==> config.mk <==
export PLATFORM = sky130hd
export DESIGN_NAME = edge_relax_flat
export DESIGN_NICKNAME = d
export VERILOG_FILES = /design/src/rtl/pf_pkg.sv /design/src/rtl/edge_relax_if.sv /design/src/rtl/relax_cmp.sv /design/src/rtl/edge_relax.sv /design/src/flat_wrapper.sv
export SDC_FILE = /design/constraint.sdc
export NUM_CORES = 1
export LEC_CHECK = 0
export BUFFER_PORTS_ARGS = -buffer_cell sky130_fd_sc_hd__buf_2
export CAP_MARGIN = 20
export CORE_MARGIN = 1.5
export CORE_UTILIZATION = 40
export CTS_CLUSTER_DIAMETER = 30
export DETAILED_ROUTE_END_ITERATION = 12
export PLACE_DENSITY = 0.69
export SYNTH_ARGS = -nofsm -noshare
export SYNTH_HDL_FRONTEND = slang
export SYNTH_SLANG_ARGS = --single-unit
==> constraint.sdc <==
create_clock -name clk -period 12.1 [get_ports clk]
set_input_delay 1.815 -clock clk [delete_from_list [all_inputs] [get_ports clk]]
set_output_delay 1.815 -clock clk [all_outputs]
set_load 0.01 [all_outputs]
==> src/rtl/pf_pkg.sv <==
// Shared path-finding definitions used by edge_relax and priority_queue.
//   - pf_state_t : edge-relaxation FSM state encoding
//   - DIST_INF   : distance-table code for an unreached vertex
//   - *_FIELD    : field positions inside the 2*VERT_W-bit row-pointer and
//                  edge words; the field LSB is FIELD * VERT_W, so the same
//                  constants serve any vertex width.
package pf_pkg;

    localparam int unsigned PF_VERT_W = 16;

    localparam logic [15:0] DIST_INF = 16'hFFFF;

    // row-pointer word: {first_edge, end_edge}
    localparam int unsigned RP_FIRST_FIELD = 1;
    localparam int unsigned RP_END_FIELD   = 0;

    // edge word: {neighbor, weight}
    localparam int unsigned EDGE_NBR_FIELD = 1;
    localparam int unsigned EDGE_WT_FIELD  = 0;

    typedef enum logic [2:0] {
        ST_IDLE,
        ST_RD_PTR,
        ST_RD_EDGE,
        ST_RD_DIST,
        ST_CMP,
        ST_PUSH,
        ST_DONE
    } pf_state_t;

endpackage

==> src/rtl/edge_relax_if.sv <==
// Bus bundle between the edge-relaxation engine and its environment
// (pop side of the priority queue, row-pointer / edge / distance memories
// and the push side of the priority queue).
//   master : the relaxation engine
//   slave  : the environment (queue + memories)
// All read data returns one cycle after the address is presented.
interface edge_relax_if
    import pf_pkg::*;
#(
    parameter int unsigned VERT_W = PF_VERT_W
);

    // pop side
    logic                  start;
    logic [VERT_W-1:0]     pop_vertex;
    logic [VERT_W-1:0]     pop_dist;
    logic                  busy;
    logic                  done;

    // row-pointer table
    logic [VERT_W-1:0]     rp_addr;
    logic [2*VERT_W-1:0]   rp_rdata;

    // edge memory
    logic [VERT_W-1:0]     edge_addr;
    logic [2*VERT_W-1:0]   edge_rdata;

    // distance table
    logic [VERT_W-1:0]     dist_addr;
    logic [VERT_W-1:0]     dist_rdata;
    logic                  dist_we;
    logic [VERT_W-1:0]     dist_wdata;

    // push side
    logic                  push_en;
    logic [VERT_W-1:0]     push_vertex;
    logic [VERT_W-1:0]     push_prev_vertex;
    logic [VERT_W-1:0]     push_dist;
    logic                  push_ready;

    modport master (
        input  start, pop_vertex, pop_dist,
        output busy, done,
        output rp_addr,
        input  rp_rdata,
        output edge_addr,
        input  edge_rdata,
        output dist_addr, dist_we, dist_wdata,
        input  dist_rdata,
        output push_en, push_vertex, push_prev_vertex, push_dist,
        input  push_ready
    );

    modport slave (
        output start, pop_vertex, pop_dist,
        input  busy, done,
        input  rp_addr,
        output rp_rdata,
        input  edge_addr,
        output edge_rdata,
        input  dist_addr, dist_we, dist_wdata,
        output dist_rdata,
        input  push_en, push_vertex, push_prev_vertex, push_dist,
        output push_ready
    );

endinterface

==> src/rtl/relax_cmp.sv <==
// Candidate-distance datapath for one edge.
//   base     in  settled distance of the popped vertex
//   weight   in  edge weight
//   cur_dist in  distance currently stored for the neighbor
//   cand     out base + weight, clamped to DIST_INF-1
//   relax    out cand strictly below cur_dist
// Clamping below DIST_INF keeps a reached vertex distinguishable from an
// unreached one, and makes a saturated candidate still relax an INF entry.
module relax_cmp
    import pf_pkg::*;
#(
    parameter int unsigned        VERT_W   = PF_VERT_W,
    parameter logic [VERT_W-1:0]  DIST_INF = pf_pkg::DIST_INF
) (
    input  logic [VERT_W-1:0] base,
    input  logic [VERT_W-1:0] weight,
    input  logic [VERT_W-1:0] cur_dist,
    output logic [VERT_W-1:0] cand,
    output logic              relax
);

    localparam logic [VERT_W-1:0] SAT_MAX = DIST_INF - VERT_W'(1);

    logic [VERT_W:0] sum;

    assign sum   = {1'b0, base} + {1'b0, weight};
    assign cand  = (sum > {1'b0, SAT_MAX}) ? SAT_MAX : sum[VERT_W-1:0];
    assign relax = (cand < cur_dist);

endmodule

==> src/rtl/edge_relax.sv <==
// Edge-relaxation engine: for a vertex popped from the priority queue, walk
// its adjacency list, compute a candidate distance per edge, and where it
// improves the stored distance write it back and push the neighbor.
//   clk    in  clock
//   reset  in  synchronous active-high reset
//   bus    master side of edge_relax_if (pop, memories, push)
//
// state      | meaning
// -----------+-----------------------------------------------------------
// ST_IDLE    | waiting for start; rp_addr loaded on accept
// ST_RD_PTR  | row pointer on rp_rdata; empty list -> DONE
// ST_RD_EDGE | edge word on edge_rdata; neighbor becomes dist_addr
// ST_RD_DIST | neighbor distance on dist_rdata; candidate evaluated
// ST_CMP     | dist_we pulses here when the edge relaxes
// ST_PUSH    | push_en held with stable payload until push_ready
// ST_DONE    | done pulse, busy low, back to IDLE
//
// The compare result is registered at the end of RD_DIST so that the
// write-back pulse lines up with the CMP cycle itself.
module edge_relax
    import pf_pkg::*;
#(
    parameter int unsigned        VERT_W   = PF_VERT_W,
    parameter logic [VERT_W-1:0]  DIST_INF = pf_pkg::DIST_INF
) (
    input  logic        clk,
    input  logic        reset,
    edge_relax_if.master bus
);

    pf_state_t         state;

    logic [VERT_W-1:0] vtx_q;
    logic [VERT_W-1:0] base_q;
    logic [VERT_W-1:0] idx_q;
    logic [VERT_W-1:0] end_q;
    logic [VERT_W-1:0] nbr_q;
    logic [VERT_W-1:0] wt_q;
    logic [VERT_W-1:0] cand_q;
    logic              relax_q;

    logic [VERT_W-1:0] rp_first;
    logic [VERT_W-1:0] rp_end;
    logic [VERT_W-1:0] e_nbr;
    logic [VERT_W-1:0] e_wt;
    logic [VERT_W-1:0] idx_next;
    logic [VERT_W-1:0] cand_c;
    logic              relax_c;

    assign rp_first = bus.rp_rdata[RP_FIRST_FIELD * VERT_W +: VERT_W];
    assign rp_end   = bus.rp_rdata[RP_END_FIELD   * VERT_W +: VERT_W];
    assign e_nbr    = bus.edge_rdata[EDGE_NBR_FIELD * VERT_W +: VERT_W];
    assign e_wt     = bus.edge_rdata[EDGE_WT_FIELD  * VERT_W +: VERT_W];

    // Wraps at 16 bits; RD_PTR already rejected first >= end, so the walk
    // reaches end_q exactly without passing through a wrap.
    assign idx_next = idx_q + VERT_W'(1);

    relax_cmp #(
        .VERT_W   (VERT_W),
        .DIST_INF (DIST_INF)
    ) u_relax_cmp (
        .base     (base_q),
        .weight   (wt_q),
        .cur_dist (bus.dist_rdata),
        .cand     (cand_c),
        .relax    (relax_c)
    );

    always_ff @(posedge clk) begin
        if (reset) begin
            state                <= ST_IDLE;
            vtx_q                <= '0;
            base_q               <= '0;
            idx_q                <= '0;
            end_q                <= '0;
            nbr_q                <= '0;
            wt_q                 <= '0;
            cand_q               <= '0;
            relax_q              <= 1'b0;
            bus.busy             <= 1'b0;
            bus.done             <= 1'b0;
            bus.rp_addr          <= '0;
            bus.edge_addr        <= '0;
            bus.dist_addr        <= '0;
            bus.dist_we          <= 1'b0;
            bus.dist_wdata       <= '0;
            bus.push_en          <= 1'b0;
            bus.push_vertex      <= '0;
            bus.push_prev_vertex <= '0;
            bus.push_dist        <= '0;
        end else begin
            bus.done    <= 1'b0;
            bus.dist_we <= 1'b0;

            case (state)
                ST_IDLE: begin
                    if (bus.start) begin
                        vtx_q       <= bus.pop_vertex;
                        base_q      <= bus.pop_dist;
                        bus.rp_addr <= bus.pop_vertex;
                        bus.busy    <= 1'b1;
                        state       <= ST_RD_PTR;
                    end
                end

                ST_RD_PTR: begin
                    idx_q <= rp_first;
                    end_q <= rp_end;
                    if (rp_first >= rp_end) begin
                        bus.done <= 1'b1;
                        bus.busy <= 1'b0;
                        state    <= ST_DONE;
                    end else begin
                        bus.edge_addr <= rp_first;
                        state         <= ST_RD_EDGE;
                    end
                end

                ST_RD_EDGE: begin
                    nbr_q         <= e_nbr;
                    wt_q          <= e_wt;
                    bus.dist_addr <= e_nbr;
                    state         <= ST_RD_DIST;
                end

                ST_RD_DIST: begin
                    cand_q  <= cand_c;
                    relax_q <= relax_c;
                    if (relax_c) begin
                        bus.dist_we    <= 1'b1;
                        bus.dist_wdata <= cand_c;
                    end
                    state <= ST_CMP;
                end

                ST_CMP: begin
                    if (relax_q) begin
                        bus.push_en          <= 1'b1;
                        bus.push_vertex      <= nbr_q;
                        bus.push_prev_vertex <= vtx_q;
                        bus.push_dist        <= cand_q;
                        state                <= ST_PUSH;
                    end else if (idx_next == end_q) begin
                        bus.done <= 1'b1;
                        bus.busy <= 1'b0;
                        state    <= ST_DONE;
                    end else begin
                        idx_q         <= idx_next;
                        bus.edge_addr <= idx_next;
                        state         <= ST_RD_EDGE;
                    end
                end

                ST_PUSH: begin
                    if (bus.push_ready) begin
                        bus.push_en <= 1'b0;
                        if (idx_next == end_q) begin
                            bus.done <= 1'b1;
                            bus.busy <= 1'b0;
                            state    <= ST_DONE;
                        end else begin
                            idx_q         <= idx_next;
                            bus.edge_addr <= idx_next;
                            state         <= ST_RD_EDGE;
                        end
                    end
                end

                ST_DONE: begin
                    state <= ST_IDLE;
                end

                default: begin
                    state <= ST_IDLE;
                end
            endcase
        end
    end

endmodule

==> src/flat_wrapper.sv <==
// flat-port wrapper written by rule: the top's interface ports become plain ports
module edge_relax_flat import pf_pkg::*;
#(
    parameter int unsigned        VERT_W   = PF_VERT_W,
    parameter logic [VERT_W-1:0]  DIST_INF = pf_pkg::DIST_INF
)
  (clk, reset, bus_start, bus_pop_vertex, bus_pop_dist, bus_busy, bus_done, bus_rp_addr, bus_rp_rdata, bus_edge_addr, bus_edge_rdata, bus_dist_addr, bus_dist_we, bus_dist_wdata, bus_dist_rdata, bus_push_en, bus_push_vertex, bus_push_prev_vertex, bus_push_dist, bus_push_ready);
  edge_relax_if #(.VERT_W(VERT_W)) bus_i ();
  input  logic clk;
  input  logic reset;
  input wire logic [$bits(bus_i.start)-1:0] bus_start;
  input wire logic [$bits(bus_i.pop_vertex)-1:0] bus_pop_vertex;
  input wire logic [$bits(bus_i.pop_dist)-1:0] bus_pop_dist;
  output wire logic [$bits(bus_i.busy)-1:0] bus_busy;
  output wire logic [$bits(bus_i.done)-1:0] bus_done;
  output wire logic [$bits(bus_i.rp_addr)-1:0] bus_rp_addr;
  input wire logic [$bits(bus_i.rp_rdata)-1:0] bus_rp_rdata;
  output wire logic [$bits(bus_i.edge_addr)-1:0] bus_edge_addr;
  input wire logic [$bits(bus_i.edge_rdata)-1:0] bus_edge_rdata;
  output wire logic [$bits(bus_i.dist_addr)-1:0] bus_dist_addr;
  output wire logic [$bits(bus_i.dist_we)-1:0] bus_dist_we;
  output wire logic [$bits(bus_i.dist_wdata)-1:0] bus_dist_wdata;
  input wire logic [$bits(bus_i.dist_rdata)-1:0] bus_dist_rdata;
  output wire logic [$bits(bus_i.push_en)-1:0] bus_push_en;
  output wire logic [$bits(bus_i.push_vertex)-1:0] bus_push_vertex;
  output wire logic [$bits(bus_i.push_prev_vertex)-1:0] bus_push_prev_vertex;
  output wire logic [$bits(bus_i.push_dist)-1:0] bus_push_dist;
  input wire logic [$bits(bus_i.push_ready)-1:0] bus_push_ready;
  assign bus_i.start = bus_start;
  assign bus_i.pop_vertex = bus_pop_vertex;
  assign bus_i.pop_dist = bus_pop_dist;
  assign bus_busy = bus_i.busy;
  assign bus_done = bus_i.done;
  assign bus_rp_addr = bus_i.rp_addr;
  assign bus_i.rp_rdata = bus_rp_rdata;
  assign bus_edge_addr = bus_i.edge_addr;
  assign bus_i.edge_rdata = bus_edge_rdata;
  assign bus_dist_addr = bus_i.dist_addr;
  assign bus_dist_we = bus_i.dist_we;
  assign bus_dist_wdata = bus_i.dist_wdata;
  assign bus_i.dist_rdata = bus_dist_rdata;
  assign bus_push_en = bus_i.push_en;
  assign bus_push_vertex = bus_i.push_vertex;
  assign bus_push_prev_vertex = bus_i.push_prev_vertex;
  assign bus_push_dist = bus_i.push_dist;
  assign bus_i.push_ready = bus_push_ready;
  edge_relax #(.VERT_W(VERT_W), .DIST_INF(DIST_INF)) u_core (.clk(clk), .reset(reset), .bus(bus_i));
endmodule
==> flow_summary.toml <==
[timing]
finalCriticalPeriod_ns = 5.95
fin_setup_tns_ns = 0
fmax_mhz = 168
tightest_slew_ns = 1.11
fin_crit_sh_pct = 49.1
setup_viol = 0
drv_slew = 0
rsz0062_at_grt = "no"
final_hold_viol_count = 0
skew_ns = 0.0197
relSlewSlack_pct = 26.2
whs_ns = 0.454

[yosys]
synth_edf_count = 0
synth_xor_area_share_pct = 4.47
avgSynthCellArea_um2 = 7.98
synth_compound_area_share_pct = 17.3
syn_inst = 1234
synthMuxAreaShare_pct = 4.75
seq_area_frac_synth_pct = 40.6
synth-adder-area-share_pct = 6.30
syn-num-nets = 1399
synth_top_flop_cell = "dfxtp_1"
synth-simple-area-share_pct = 21.3
synthArstFlopShare_pct = 0
netlist_area_um2 = 9850
synth-seq-cells = 200
yosysWarnings = 0
yosysUniqueCellTypes = 72
synth_top_family_by_area = "simple AND/OR/NAND/NOR gates"

[floorplanning]
core_um2 = 24200
start_util_pct = 40.6
floorplan.die_area_um2 = 25600
die_h_um = 160
fp.dieW_um = 160
ios = 232
rows = 57

[critical_path]
cpMaxStageDelayCell = "o311a_1"
cp_max_fo = 18
rr_startpoint = "u_core.base_q[0]"
crit_arrival_ns = 6.30
crit_type = "register to register"
crit_path_end_kind = "register"
rr_endpoint = "u_core.bus.dist_wdata[8]"
reg2reg_slack_ns = 6.15
crit_path_cell_trace = "ha_1, inv_1, fa_1, and2b_1, o31a_1, o211ai_2, a2111oi_0, o311ai_1, a2111oi_4, nor2_1, nand2_1, ha_1, a21o_1, a21oi_1, nor2_1, a2111oi_0, o311a_1, mux2i_1"
slowest_delay_ns = 0.90
startpoint_type = "register"
worstRegToRegCells = 18
crit_required_ns = 12.46

[grt]
grt_max_degree = 105
grt_pass1_vias = 8375
grt_usage_pct = 21.1
grt_pass1_wl_um = 43200
antenna_found_initial = 1
gr-total-overflow = 0

[route]
avgRoutedWirePerCell_um = 15.7
post-route-drc-count = 0
drt-met1-wl_um = 11700
highest_layer = "met4"
ant_nets = 0
routed_wl_um = 27500
wl_met2_um = 13600
wl_met3_um = 1190
via_per_inst = 5.20
num_vias = 9109
drtPass1Iterations = 5
drt_iter0_markers = 581

[power]
peakVddDrop_uv = 83.6
power.density_nw_per_um2 = 135
p_leak_nw = 5.33

[placement]
post-place-cells = 1719
dp_hpwl_um = 20000
portBuffers = 231
gp_congestion = 0.961

[min_path]
hold_depth = 2
hold_end = "u_core.bus.push_dist[14]"
hold_start = "u_core.bus.push_dist[14]"
hp-class = "register to register"

[clocking]
clock_latency_ns = 0.45
hold_buffers = 0
cts_tree = "built"
postCtsResizedCells = 0
cts.path.max_buffers = 2
cts_buffers = 17
cts_setup_buffers = 0
cts.sinks = 200
path_clk_slew_ns = 0.08
h-tree-depth = 4
root_buffer = "clkbuf_16"

[layout]
final_cell_mix = "347 x nand2_1, 230 x buf_2, 200 x dfxtp_1, 158 x a21oi_1, 50 x inv_1"
area_delta_synth_final_pct = 20.2
final_core_util_pct = 48.9
layout_commonest_cell = "nand2_1"
stdcell_count = 1753
layout-drive-gt1-share_pct = 21.4
nNetsFinal = 1580

[flow_run]
cap_viol_max_count = 0

[status]
status = "finished, final reports clean"
[stage by stage]
step | setup WS (ns) | area, um^2 | power (mW)
3_5_place_dp | 6.21 | 11200 | 1.01
6_report | 6.15 | 11800 | 1.60
2_1_floorplan | 7.58 | 9850 | 0.914
3_3_place_gp | 6.37 | 11200 | 1.00
4_1_cts | 6.21 | 11800 | 1.61
5_1_grt | 5.67 | 11800 | 1.67
[synthesized netlist by cell type, drive strengths merged (8+ instances only)]
library cell | n | area share, %
or2 | 10 | 0.63
o21ai | 24 | 1.2
nor3 | 22 | 1.1
a21o | 12 | 0.91
buf | 12 | 0.75
xnor2 | 23 | 2.0
o31ai | 12 | 0.91
mux2i | 40 | 4.1
nand4 | 8 | 0.51
nor2b | 10 | 0.63
dfxtp | 200 | 41
inv | 51 | 1.9
xor2 | 17 | 1.5
nand2 | 347 | 13
o211ai | 15 | 1.2
clkbuf | 67 | 2.6
nand3 | 13 | 0.66
ha | 48 | 6.1
nor2 | 41 | 1.6
a21oi | 160 | 8.2
[cells by family after synthesis]
family / count (synthesis)
AND/OR/NAND/NOR: 489
AO/OA/AOI/OAI: 276
flip-flops: 200
buffers and inverters: 130
adder cells (fa/ha/maj): 49
multiplexers: 46
XOR/XNOR: 44
[metal layers]
| layer | global-route usage (%) | vias to the layer above |
|---|---|---|
| met2 | 36.9 | 257 |
| met1 | 25.4 | 4233 |
| met4 | 8.92 | 0 |
| li1 | - | 4563 |
| met3 | 3.71 | 56 |
| met5 | 0 | - |
[area by class of cell]
cell class | count | area [um^2]
antenna | 1 | 2.50
inverter | 51 | 191
clock buffer | 17 | 425
tap | 324 | 405
timing repair buffer | 241 | 1240
fill | 2409 | 12400
multi-input combinational | 904 | 5360
clock inverter | 15 | 225
sequential | 200 | 4000
[where the power goes]
group          internal, mW  total, mW  switching (mW)
Combinational         0.112      0.272           0.160
Sequential            0.692      0.721          0.0287
Clock                 0.293      0.608           0.315
Total                  1.10       1.60           0.503
[worst max-delay path: cells and delay by family, from the launching register on]
family	cells	cell delay (ns)
AND/OR/NAND/NOR	4	0.90
AO/OA/AOI/OAI	9	3.43
multiplexers	1	0.28
flip-flops	1	0.35
adder cells (fa/ha/maj)	3	0.85
buffers and inverters	1	0.07
[worst max-delay path by stage]
stage,startpoint,to,slack [ns],cells past startpoint
after detailed placement,u_core.base_q[0],u_core.bus.dist_wdata[8],6.21,18
final,u_core.base_q[0],u_core.bus.dist_wdata[8],6.15,18
after CTS,u_core.wt_q[0],u_core.bus.dist_wdata[8],6.21,18
after global placement,u_core.wt_q[0],u_core.bus.dist_wdata[3],6.37,18
after floorplan,u_core.wt_q[0],u_core.relax_q,7.58,23
after global routing,u_core.wt_q[0],u_core.bus.dist_wdata[8],5.67,18
(Power assumes the default switching activity.)
